$ cat src/rtl/dma_addr_seq_ctrl_pkg.sv
// Shared types for the DMA address sequencer: state encoding, address-control
// codes and small decode helpers used by the sequencer and its timer.
package dma_seq_pkg;

    // Present-state encoding. The 4-bit codes are visible on the state port.
    typedef enum logic [3:0] {
        ST_IDLE     = 4'd0,
        ST_FETCH_LO = 4'd1,
        ST_FETCH_HI = 4'd2,
        ST_ADD_X    = 4'd3,
        ST_ADD_Y    = 4'd4,
        ST_PAGE_FIX = 4'd5,
        ST_READ     = 4'd6,
        ST_MODIFY   = 4'd7,
        ST_WRITE    = 4'd8,
        ST_DONE     = 4'd9
    } seq_state_e;

    // Address-control codes presented to the address adder / memory port.
    localparam logic [2:0] ADCTL_IDLE     = 3'b000;
    localparam logic [2:0] ADCTL_FETCH_LO = 3'b001;
    localparam logic [2:0] ADCTL_FETCH_HI = 3'b010;
    localparam logic [2:0] ADCTL_ADD_X    = 3'b011;
    localparam logic [2:0] ADCTL_ADD_Y    = 3'b100;
    localparam logic [2:0] ADCTL_PAGE_FIX = 3'b101;
    localparam logic [2:0] ADCTL_MEM      = 3'b110;
    localparam logic [2:0] ADCTL_MODIFY   = 3'b111;

    // States that hold a memory request open and may stall on mem_ready.
    function automatic logic is_mem_state(input seq_state_e s);
        return (s == ST_FETCH_LO) || (s == ST_FETCH_HI) ||
               (s == ST_READ)     || (s == ST_WRITE);
    endfunction

    // READ and WRITE share one code; the memory port tells them apart by mem_wr.
    function automatic logic [2:0] adctl_of(input seq_state_e s);
        logic [2:0] code;
        case (s)
            ST_FETCH_LO: code = ADCTL_FETCH_LO;
            ST_FETCH_HI: code = ADCTL_FETCH_HI;
            ST_ADD_X:    code = ADCTL_ADD_X;
            ST_ADD_Y:    code = ADCTL_ADD_Y;
            ST_PAGE_FIX: code = ADCTL_PAGE_FIX;
            ST_READ:     code = ADCTL_MEM;
            ST_MODIFY:   code = ADCTL_MODIFY;
            ST_WRITE:    code = ADCTL_MEM;
            default:     code = ADCTL_IDLE;
        endcase
        return code;
    endfunction

endpackage

$ cat src/rtl/dma_addr_seq_ctrl_if.sv
// Request/handshake and memory-side bundle of the DMA address sequencer.
// master = bus-request front end side, slave = the sequencer itself.
interface dma_addr_seq_ctrl_if #(
    parameter int CNT_W = 6
) ();

    logic             start;
    logic             xskip;
    logic             yskip;
    logic             rmw_b;
    logic             page;
    logic             mem_ready;
    logic             abort;

    logic             busy;
    logic             mem_req;
    logic             mem_wr;
    logic [2:0]       adctl;
    logic [3:0]       state;
    logic             done;
    logic             err;
    logic [CNT_W-1:0] op_cycles;

    modport master (
        output start, xskip, yskip, rmw_b, page, mem_ready, abort,
        input  busy, mem_req, mem_wr, adctl, state, done, err, op_cycles
    );

    modport slave (
        input  start, xskip, yskip, rmw_b, page, mem_ready, abort,
        output busy, mem_req, mem_wr, adctl, state, done, err, op_cycles
    );

endinterface

$ cat src/rtl/dma_addr_seq_ctrl_wait_timer.sv
// Memory-wait watchdog: counts consecutive stalled cycles and flags the
// cycle that would be the WAIT_MAX-th one, so the sequencer can leave on
// the very next edge.
module dma_wait_timer #(
    parameter int WAIT_MAX = 15
) (
    input  logic clk,
    input  logic rst,
    input  logic count_en,
    input  logic clear,
    output logic expire
);

    localparam int CW = (WAIT_MAX > 1) ? $clog2(WAIT_MAX) : 1;
    localparam logic [CW-1:0] LAST = CW'(WAIT_MAX - 1);

    logic [CW-1:0] cnt_q;

    // Stall counter; never needs to pass LAST because expiry forces a state change.
    always_ff @(posedge clk) begin
        if (rst) begin
            cnt_q <= '0;
        end else if (clear) begin
            cnt_q <= '0;
        end else if (count_en && (cnt_q != LAST)) begin
            cnt_q <= cnt_q + 1'b1;
        end
    end

    assign expire = count_en && (cnt_q == LAST);

endmodule

$ cat src/rtl/dma_addr_seq_ctrl.sv
// DMA addressing-path sequencer. Steps through fetch / index-add / page-fix /
// read[-modify-write] for each accepted request, drives the address-control
// code and memory strobes as pure Moore decodes of the state register, and
// tracks how many non-idle cycles the current (or last) operation took.
//
// state    | meaning
// ---------+-----------------------------------------------------
// IDLE     | waiting for start, flags and op_cycles held
// FETCH_LO | memory fetch of pointer low byte
// FETCH_HI | memory fetch of pointer high byte
// ADD_X    | add X index (skipped when xskip captured)
// ADD_Y    | add Y index (only while y_pend)
// PAGE_FIX | extra cycle to fix the high byte after a page carry
// READ     | operand read
// MODIFY   | internal modify cycle of a read-modify-write
// WRITE    | write-back of a read-modify-write
// DONE     | one-cycle completion pulse
module dma_addr_seq_ctrl
    import dma_seq_pkg::*;
#(
    parameter int WAIT_MAX = 15,
    parameter int CNT_W    = 6
) (
    input logic               clk,
    input logic               rst,
    dma_addr_seq_ctrl_if.slave bus
);

    localparam logic [CNT_W-1:0] OP_MAX = '1;

    seq_state_e       state_q;
    seq_state_e       state_d;

    logic             xskip_q;
    logic             rmw_b_q;
    logic             y_pend_q;
    logic             err_q;
    logic [CNT_W-1:0] op_cycles_q;

    logic             wait_cond;
    logic             timer_clear;
    logic             timer_expire;
    logic             timeout;

    logic             busy;
    logic             mem_req;
    logic             mem_wr;
    logic             done;
    logic [2:0]       adctl;

    // A stall is any cycle with an open request that memory did not complete.
    assign wait_cond   = is_mem_state(state_q) && !bus.mem_ready;
    assign timer_clear = !wait_cond || (state_d != state_q);
    assign timeout     = timer_expire && !bus.abort;

    dma_wait_timer #(
        .WAIT_MAX (WAIT_MAX)
    ) u_wait_timer (
        .clk      (clk),
        .rst      (rst),
        .count_en (wait_cond),
        .clear    (timer_clear),
        .expire   (timer_expire)
    );

    // Present-state register.
    always_ff @(posedge clk) begin
        if (rst) begin
            state_q <= ST_IDLE;
        end else begin
            state_q <= state_d;
        end
    end

    // Next-state decode; abort and timeout are applied last so they win.
    always_comb begin
        state_d = state_q;
        case (state_q)
            ST_IDLE: begin
                if (bus.start) state_d = ST_FETCH_LO;
            end
            ST_FETCH_LO: begin
                if (bus.mem_ready) state_d = ST_FETCH_HI;
            end
            ST_FETCH_HI: begin
                if (bus.mem_ready) begin
                    if (!xskip_q)     state_d = ST_ADD_X;
                    else if (y_pend_q) state_d = ST_ADD_Y;
                    else               state_d = ST_READ;
                end
            end
            ST_ADD_X: begin
                if (bus.page)      state_d = ST_PAGE_FIX;
                else if (y_pend_q) state_d = ST_ADD_Y;
                else               state_d = ST_READ;
            end
            ST_ADD_Y: begin
                state_d = bus.page ? ST_PAGE_FIX : ST_READ;
            end
            ST_PAGE_FIX: begin
                state_d = y_pend_q ? ST_ADD_Y : ST_READ;
            end
            ST_READ: begin
                if (bus.mem_ready) state_d = rmw_b_q ? ST_DONE : ST_MODIFY;
            end
            ST_MODIFY: begin
                state_d = ST_WRITE;
            end
            ST_WRITE: begin
                if (bus.mem_ready) state_d = ST_DONE;
            end
            ST_DONE: begin
                state_d = ST_IDLE;
            end
            default: begin
                state_d = ST_IDLE;
            end
        endcase

        if (timer_expire) state_d = ST_IDLE;
        if (bus.abort && (state_q != ST_IDLE)) state_d = ST_IDLE;
    end

    // Captured request flags, pending-Y marker, error pulse and cycle counter.
    // op_cycles counts the cycle being entered, so it already includes the
    // current cycle while the sequencer sits in any non-idle state.
    always_ff @(posedge clk) begin
        if (rst) begin
            xskip_q     <= 1'b0;
            rmw_b_q     <= 1'b0;
            y_pend_q    <= 1'b0;
            err_q       <= 1'b0;
            op_cycles_q <= '0;
        end else begin
            err_q <= timeout;
            if ((state_q == ST_IDLE) && bus.start) begin
                xskip_q     <= bus.xskip;
                rmw_b_q     <= bus.rmw_b;
                y_pend_q    <= !bus.yskip;
                op_cycles_q <= CNT_W'(1);
            end else begin
                if (state_q == ST_ADD_Y) y_pend_q <= 1'b0;
                if ((state_d != ST_IDLE) && (op_cycles_q != OP_MAX)) begin
                    op_cycles_q <= op_cycles_q + 1'b1;
                end
            end
        end
    end

    // Moore output decode from the state register only.
    always_comb begin
        busy    = (state_q != ST_IDLE);
        mem_req = is_mem_state(state_q);
        mem_wr  = (state_q == ST_WRITE);
        done    = (state_q == ST_DONE);
        adctl   = adctl_of(state_q);
    end

    assign bus.busy      = busy;
    assign bus.mem_req   = mem_req;
    assign bus.mem_wr    = mem_wr;
    assign bus.done      = done;
    assign bus.adctl     = adctl;
    assign bus.state     = 4'(state_q);
    assign bus.err       = err_q;
    assign bus.op_cycles = op_cycles_q;

endmodule

$ cat src/flat_wrapper.sv
// flat-port wrapper written by rule: the top's interface ports become plain ports
module dma_addr_seq_ctrl_flat import dma_seq_pkg::*;
#(
    parameter int WAIT_MAX = 15,
    parameter int CNT_W    = 6
)
  (clk, rst, bus_start, bus_xskip, bus_yskip, bus_rmw_b, bus_page, bus_mem_ready, bus_abort, bus_busy, bus_mem_req, bus_mem_wr, bus_adctl, bus_state, bus_done, bus_err, bus_op_cycles);
  dma_addr_seq_ctrl_if #(.CNT_W(CNT_W)) bus_i ();
  input logic clk;
  input logic rst;
  input wire logic [$bits(bus_i.start)-1:0] bus_start;
  input wire logic [$bits(bus_i.xskip)-1:0] bus_xskip;
  input wire logic [$bits(bus_i.yskip)-1:0] bus_yskip;
  input wire logic [$bits(bus_i.rmw_b)-1:0] bus_rmw_b;
  input wire logic [$bits(bus_i.page)-1:0] bus_page;
  input wire logic [$bits(bus_i.mem_ready)-1:0] bus_mem_ready;
  input wire logic [$bits(bus_i.abort)-1:0] bus_abort;
  output wire logic [$bits(bus_i.busy)-1:0] bus_busy;
  output wire logic [$bits(bus_i.mem_req)-1:0] bus_mem_req;
  output wire logic [$bits(bus_i.mem_wr)-1:0] bus_mem_wr;
  output wire logic [$bits(bus_i.adctl)-1:0] bus_adctl;
  output wire logic [$bits(bus_i.state)-1:0] bus_state;
  output wire logic [$bits(bus_i.done)-1:0] bus_done;
  output wire logic [$bits(bus_i.err)-1:0] bus_err;
  output wire logic [$bits(bus_i.op_cycles)-1:0] bus_op_cycles;
  assign bus_i.start = bus_start;
  assign bus_i.xskip = bus_xskip;
  assign bus_i.yskip = bus_yskip;
  assign bus_i.rmw_b = bus_rmw_b;
  assign bus_i.page = bus_page;
  assign bus_i.mem_ready = bus_mem_ready;
  assign bus_i.abort = bus_abort;
  assign bus_busy = bus_i.busy;
  assign bus_mem_req = bus_i.mem_req;
  assign bus_mem_wr = bus_i.mem_wr;
  assign bus_adctl = bus_i.adctl;
  assign bus_state = bus_i.state;
  assign bus_done = bus_i.done;
  assign bus_err = bus_i.err;
  assign bus_op_cycles = bus_i.op_cycles;
  dma_addr_seq_ctrl #(.WAIT_MAX(WAIT_MAX), .CNT_W(CNT_W)) u_core (.clk(clk), .rst(rst), .bus(bus_i));
endmodule
$ cat config.mk
export PLATFORM = sky130hd
export DESIGN_NAME = dma_addr_seq_ctrl_flat
export DESIGN_NICKNAME = d
export VERILOG_FILES = /design/src/rtl/dma_addr_seq_ctrl_pkg.sv /design/src/rtl/dma_addr_seq_ctrl_if.sv /design/src/rtl/dma_addr_seq_ctrl_wait_timer.sv /design/src/rtl/dma_addr_seq_ctrl.sv /design/src/flat_wrapper.sv
export SDC_FILE = /design/constraint.sdc
export NUM_CORES = 1
export LEC_CHECK = 0
export BUFFER_PORTS_ARGS = -buffer_cell sky130_fd_sc_hd__buf_4
export CAP_MARGIN = 20
export CORE_UTILIZATION = 56
export CTS_BUF_LIST = sky130_fd_sc_hd__clkbuf_4 sky130_fd_sc_hd__clkbuf_8
export DETAILED_ROUTE_END_ITERATION = 16
export GPL_TIMING_DRIVEN = 0
export PLACE_DENSITY = 0.8
export RECOVER_POWER = 25
export SYNTH_ARGS = -nofsm -noshare
export SYNTH_HDL_FRONTEND = slang
export SYNTH_HIERARCHICAL = 1
export SYNTH_SLANG_ARGS = --single-unit
$ cat constraint.sdc
create_clock -name clk -period 3.41 [get_ports clk]
set_input_delay 0.682 -clock clk [delete_from_list [all_inputs] [get_ports clk]]
set_output_delay 0.682 -clock clk [all_outputs]
set_load 0.1 [all_outputs]
---- After elaboration in Yosys (flattened, before gate mapping) ----
Memories as Yosys holds them, arrays and structs flattened. A register that Yosys moved wholly into a read port is not among the register bits.
Cells that the tools add are included.
cells by class
  $add $sub $neg .......................... 2
  equality and inequality tests ........... 13
  multiplexer cells ....................... 18
  reductions and logical operators ........ 22
operators by type and width
  kind                                           number
  two-way mux 4 bit                              11
  case mux 4 bit (9 select lines)                1
  == test 4 x 3 -> 1 bit, second input constant  4
  == test 4 bit, second input constant           3
  == test 4 x 2 -> 1 bit, second input constant  2
  nonzero test 4 bit                             2
  logical AND 1 bit                              7
  adder 6 x 1 -> 6 bit, second input constant    1
  inequality test 6 bit, second input constant   1
  adder 4 x 1 -> 4 bit, second input constant    1
  == test 4 x 1 -> 1 bit, second input constant  1
  zero test 1 bit                                4
  zero test 4 bit                                1
  logical OR 1 bit                               4
  two-way mux 1 bit                              4
  two-way mux 2 bit                              2
  inequality test 4 bit                          1
  inequality test 4 bit, second input constant   1
  nonzero test 2 bit                             2
  OR reduction 2 bit                             2
storage, ports and cells
  bits in registers ....................... 18
  bits in read-only memories .............. 48
  input bits .............................. 9
  output and inout port bits .............. 18
  word-level logic and storage cells ...... 64
  memories ................................ 1
memory list
  memory           depth  bits a word  rd ports  clocked after memory_dff  wr ports  line                         source
  (no name shown)  16     3            1         1                         0         dma_addr_seq_ctrl_pkg.sv:38  case (s)

---- Longest topological paths before layout ----
  depth after elaboration ................. 12
  gate-level depth with buffers ........... 14
  mapped depth without buffers ............ 13

---- Cells and area by module ----
The synthesis kept the hierarchy.
modules (own cells, without submodules)
  module             instances  cells an instance  area an instance (um2)  seq. area each (um2)
  dma_addr_seq_ctrl  1          130                1099.8                  340.3
  dma_wait_timer     1          23                 216.5                   80.1

---- Worst setup path before layout ----
OpenSTA, ideal clock, no wires.
  path kind ............................... register to register
  start point ............................. register u_core.state_q[3] (netlist: u_core/bus.state[3])
  end point ............................... register u_core.u_wait_timer.cnt_q[0]
  library setup time ...................... 0.059 ns
  arrival time ............................ 4.272 ns
  required time ........................... 3.351 ns
  slack ................................... -0.921 ns
  stages on the path, launching flop included .. 15
  path buffers ............................ 1
  clock period less this slack ............ 4.331 ns
  cell sequence ........................... dfxtp_1 buf_2 xor2_1 a22o_1 nand2_1 inv_1 and4_2 a21oi_1 a21o_1 o211ai_1 xnor2_1 a211oi_1 nand3_1 a2111oi_1 a31o_1
between the ends
  word-level cells in the longest chain between the ends .. 11
  elaborated cells on any way between the ends .. 29
  those cells by class .................... 9 x eq/ne; 8 x mux; 12 x reduce/logical
RTL lines
  item                                                                     line                                source
  from (decl)                                                              dma_addr_seq_ctrl.sv:31             seq_state_e state_q;
  from (signal assigned)                                                   dma_addr_seq_ctrl.sv:71             state_q <= state_d;
  == test 4 x 1 -> 1 bit / == test 4 x 2 -> 1 bit (equally long branches)  --
  logical OR 1 bit (2 in a row)                                            --
  logical OR 1 bit (*)                                                     --
  named net bus_mem_req                                                    flat_wrapper.sv:19                  output wire logic [$bits(bus_i.mem_req)-1:0] bus_mem_req;
  logical AND 1 bit (*)                                                    dma_addr_seq_ctrl.sv:52             assign wait_cond = is_mem_state(state_q) && !bus.mem_ready;
  named net u_core.wait_cond                                               dma_addr_seq_ctrl.sv:40             logic wait_cond;
  logical AND 1 bit (*)                                                    dma_addr_seq_ctrl_wait_timer.sv:30  assign expire = count_en && (cnt_q == LAST);
  named net u_core.timer_expire                                            dma_addr_seq_ctrl.sv:42             logic timer_expire;
  two-way mux 4 bit (*)                                                    dma_addr_seq_ctrl.sv:120            if (timer_expire) state_d = ST_IDLE;
  two-way mux 4 bit (*)                                                    dma_addr_seq_ctrl.sv:121            if (bus.abort && (state_q != ST_IDLE)) state_d = ST_IDLE;
  inequality test 4 bit (*)                                                dma_addr_seq_ctrl.sv:53             assign timer_clear = !wait_cond || (state_d != state_q);
  logical OR 1 bit (*)                                                     dma_addr_seq_ctrl.sv:53
  named net u_core.timer_clear                                             dma_addr_seq_ctrl.sv:41             logic timer_clear;
  OR reduction 2 bit (no source line) (*)                                  --
  to (signal assigned)                                                     dma_addr_seq_ctrl_wait_timer.sv:26  cnt_q <= cnt_q + 1'b1;
  to (decl)                                                                dma_addr_seq_ctrl_wait_timer.sv:17  logic [CW-1:0] cnt_q;
The timed path passes the listed nets; every way through them passes the cells marked *.
A chain may end at the register's enable or synchronous reset.

---- Worst setup path in the final report ----
  start point ............................. register u_core.state_q[3] (netlist: u_core/bus.state[3])
  end point ............................... register u_core.u_wait_timer.cnt_q[0]
between the ends
  word-level cells in the longest chain between the ends .. 11
  elaborated cells on any way between the ends .. 29
  those cells by class .................... 9 x eq/ne; 8 x mux; 12 x reduce/logical
RTL lines
  item                                                                     line                                source
  == test 4 x 1 -> 1 bit / == test 4 x 2 -> 1 bit (equally long branches)  dma_addr_seq_ctrl_pkg.sv:31         return (s == ST_FETCH_LO) || (s == ST_FETCH_HI) ||
  logical OR 1 bit (2 in a row)                                            dma_addr_seq_ctrl_pkg.sv:31
  logical OR 1 bit (*)                                                     dma_addr_seq_ctrl_pkg.sv:32         (s == ST_READ) || (s == ST_WRITE);
  logical AND 1 bit (*)                                                    dma_addr_seq_ctrl.sv:52
  named net u_core.wait_cond                                               dma_addr_seq_ctrl.sv:40
  logical AND 1 bit (*)                                                    dma_addr_seq_ctrl_wait_timer.sv:30
  named net u_core.timer_expire                                            dma_addr_seq_ctrl.sv:42
  two-way mux 4 bit (*)                                                    dma_addr_seq_ctrl.sv:120
  two-way mux 4 bit (*)                                                    dma_addr_seq_ctrl.sv:121
  inequality test 4 bit (*)                                                dma_addr_seq_ctrl.sv:53
  logical OR 1 bit (*)                                                     dma_addr_seq_ctrl.sv:53
  named net u_core.timer_clear                                             dma_addr_seq_ctrl.sv:41
  OR reduction 2 bit (no source line) (*)                                  --
Marked as above.

==> results_dict.tcl <==
set metrics [dict create \
    vias_per_cell 6.042 \
    grt-ovfl-total 0 \
    async_flop_share_pct 0 \
    synthCells 153 \
    postRouteAntennaNets 0 \
    path_class "reg2reg" \
    drt_wl_total_mm 3.147 \
    dr.pass1.iters 6 \
    dpl_worst_slack_ns 0.1629 \
    synth.most_common_cell "dfxtp_1" \
    synth_common_cells "dfxtp_1 (21), nor2_1 (14), a21oi_1 (13)" \
    n_fill_cell 200 \
    layout.cells.non_filler 215 \
    core_um2 2212 \
    ctsHoldBuffers 0 \
    clock_power_share_pct 17.3 \
    fin_ws_ns 0.2553 \
    maxSlewViolCount 0 \
    yosys.area.top_type_share_pct 31.94 \
    synth_area_per_cell_um2 8.603 \
    synthTopCellsByArea "dfxtp_1 (32%), a21oi_1 (4.9%), nor2_1 (4.0%)" \
    period_minus_slack_ns 3.155 \
    grt_pass1_vias 1148 \
    antenna_found_initial 0 \
    p_leak_nw 0.6747 \
    p_per_area_nw_per_um2 423.1 \
    cts.sinks 21 \
    yosys.area.top_type "dfxtp_1" \
    swShare_pct 43.03 \
    insertion_delay_ns 0.29 \
    seqPwrFrac_pct 39.9 \
    cts.path.max_buffers 2 \
    crit_required_ns 3.66 \
    ys_ff_latch 21 \
    area_growth_pct 21.96 \
    setup_viol 0 \
    max_slew_margin_pct 22.71 \
    finalSetupTns_ns 0 \
    p_comb_share_pct 42.8 \
    antenna_cells 0 \
    vias 1299 \
    hold_class "reg2reg" \
    start_kind "register" \
    max_stage_delay_ns 0.39 \
    finalClockSkew_ns 0.0009489 \
    routabilityCongestion 0.8680 \
    dieArea_um2 2548 \
    status "complete, no violations" \
    routedWlPerCell_um 14.64 \
    yosysSeqAreaShare_pct 31.94 \
    timing.fmax_mhz 317.0 \
    slowest_stage "dfxtp_4" \
    drv_cap 0 \
    ys_warn_count 6 \
    dpl_cell_area_um2 1563 \
    grt_max_degree 13 \
    finalHoldViolCount 0 \
    cts_tree "done" \
    grt_pass1_wl_mm 5.244 \
    ios 27 \
    nets 200 \
    synth_nets 165 \
    die_y_um 50.48 \
    numCtsBuffers 3 \
    rsz0062_at_grt "false" \
    start_util_pct 59.50 \
    fin_util_pct 72.57 \
    htreeDepth 1 \
    end_kind "register" \
    intPower_mw 0.3870 \
    hold_ws_ns 0.5104 \
    arrival_ns 3.40 \
    drtIter0Drc 47 \
    switchingPower_mw 0.2923 \
    ys.flop_type "dfxtp_1" \
    worst_ir_drop_vdd_uv 323.1 \
    dp_hpwl_mm 2.294 \
    tightest_slew_ns 1.164 \
    track_usage_pct 26.92 \
    crit_chain "clkbuf_4 -> xor2_1 -> a22o_4 -> nand2_1 -> inv_1 -> and4_2 -> nor3_1 -> a21o_1 -> o211ai_1 -> xnor2_1 -> a211oi_1 -> nand3_2 -> a2111oi_2 -> a31o_1" \
    power.total_mw 0.6792 \
    period_share_pct 92.51 \
    rows 17 \
    chipWidth_um 50.48 \
    synth.distinct_cells 52 \
    drive_gt1_share_pct 26.74 \
    fin_area_um2 1605 \
    numPortBuffers 26 \
    worstPathMaxFanout 10 \
    cts_root_buffer "clkbuf_4" \
    drc 0 \
    synth-edff-count 0 \
    synth_area_um2 1316 \
    path_clk_slew_ns 0.12 \
    dp_cells 207 \
]
==> layout make-up <==
type	instances	area, um^2	area share, %
tap	28	35.03	2.182
buffer	6	56.30	3.507
clock buffer	3	22.52	1.403
timing repair buffer	30	198.9	12.39
sequential	21	426.7	26.58
clock inverter	1	5.005	0.3118
multi-input combinational	118	830.8	51.75
inverter	8	30.03	1.871
==> final timing paths <==
path                                         startpoint                            to  slack, ns  depth (start not counted)
worst min register to register  u_core/bus.op_cycles[1]       u_core/bus.op_cycles[1]       0.51                          2
worst max-delay path                u_core/bus.state[3]  u_core/u_wait_timer/cnt_q[0]       0.26                         14
worst max register to register      u_core/bus.state[3]  u_core/u_wait_timer/cnt_q[0]       0.26                         14
worst min-delay path            u_core/bus.op_cycles[1]       u_core/bus.op_cycles[1]       0.51                          2
==> timing repair <==
action / in CTS / in global routing
resized for setup: 0 / 3
setup buffers: 0 / 4
endpoints found under the setup margin: 0 / 2
==> power groups by stage <==
| stage | logic, mW | clock network [mW] | registers (mW) |
|---|---|---|---|
| 2_1_floorplan | 0.157 | 0 | 0.346 |
| 3_3_place_gp | 0.282 | 0 | 0.276 |
| 3_5_place_dp | 0.285 | 0 | 0.277 |
| 4_1_cts | 0.286 | 0.123 | 0.271 |
| 5_1_grt | 0.307 | 0.132 | 0.273 |
| 6_report | 0.291 | 0.118 | 0.271 |
==> critical path, delay by kind of cell (launching register included) <==
family / cells / cell delay (ns)
DFF: 1 / 0.39
xor gates and xnor gates: 2 / 0.34
AOI/OAI and AO/OA: 6 / 1.25
and+or+nand+nor: 4 / 0.77
buffers and inverters: 2 / 0.34
==> cell usage in the layout (no fill, tap or decap), types with 3 or more instances in the layout <==
cell type | synthesis | layout
nor2_1 | 14 | 14
a211oi_1 | 3 | 3
nand3_1 | 7 | 6
buf_6 | 4 | 4
ha_1 | 3 | 3
inv_1 | 8 | 8
a21oi_1 | 13 | 13
buf_4 | 0 | 23
clkbuf_4 | 0 | 4
and3_1 | 4 | 4
mux2i_1 | 5 | 5
clkbuf_1 | 1 | 8
or3_1 | 3 | 3
nor3_1 | 6 | 6
dfxtp_1 | 21 | 18
nand2_1 | 10 | 10
==> state kept, by name, indices dropped and copies added, names as in the netlist <==
name / cells
u_core/y_pend_q: 1
u_core/bus.state: 4
u_core/bus.adctl: 3
u_core/bus.op_cycles: 6
u_core/rmw_b_q: 1
u_core/u_wait_timer/cnt_q: 4
u_core/xskip_q: 1
u_core/bus.err: 1
==> metal layers <==
metal  vias up  global-route usage, %  part of all wire, %
met5         -                      0                    0
met4         0                  10.19                  1.5
met3         4                  3.939                  5.2
met2        50                  44.44                   49
met1       608                  35.20                   44
li1        637                      -                    -
==> kinds of logic (layout without fill, tap and decap cells) <==
kind of cell / after synthesis / after routing / synth area share (%)
and+or+nand+nor: 67 / 67 / 29.18
AOI/OAI and AO/OA: 39 / 39 / 23.19
DFF: 21 / 21 / 31.94
buffers and inverters: 14 / 48 / 6.368
muxes: 5 / 5 / 3.802
xor gates and xnor gates: 4 / 4 / 2.662
adders and majority gates: 3 / 3 / 2.852
No activity file was read; power rests on OpenSTA's default activity.
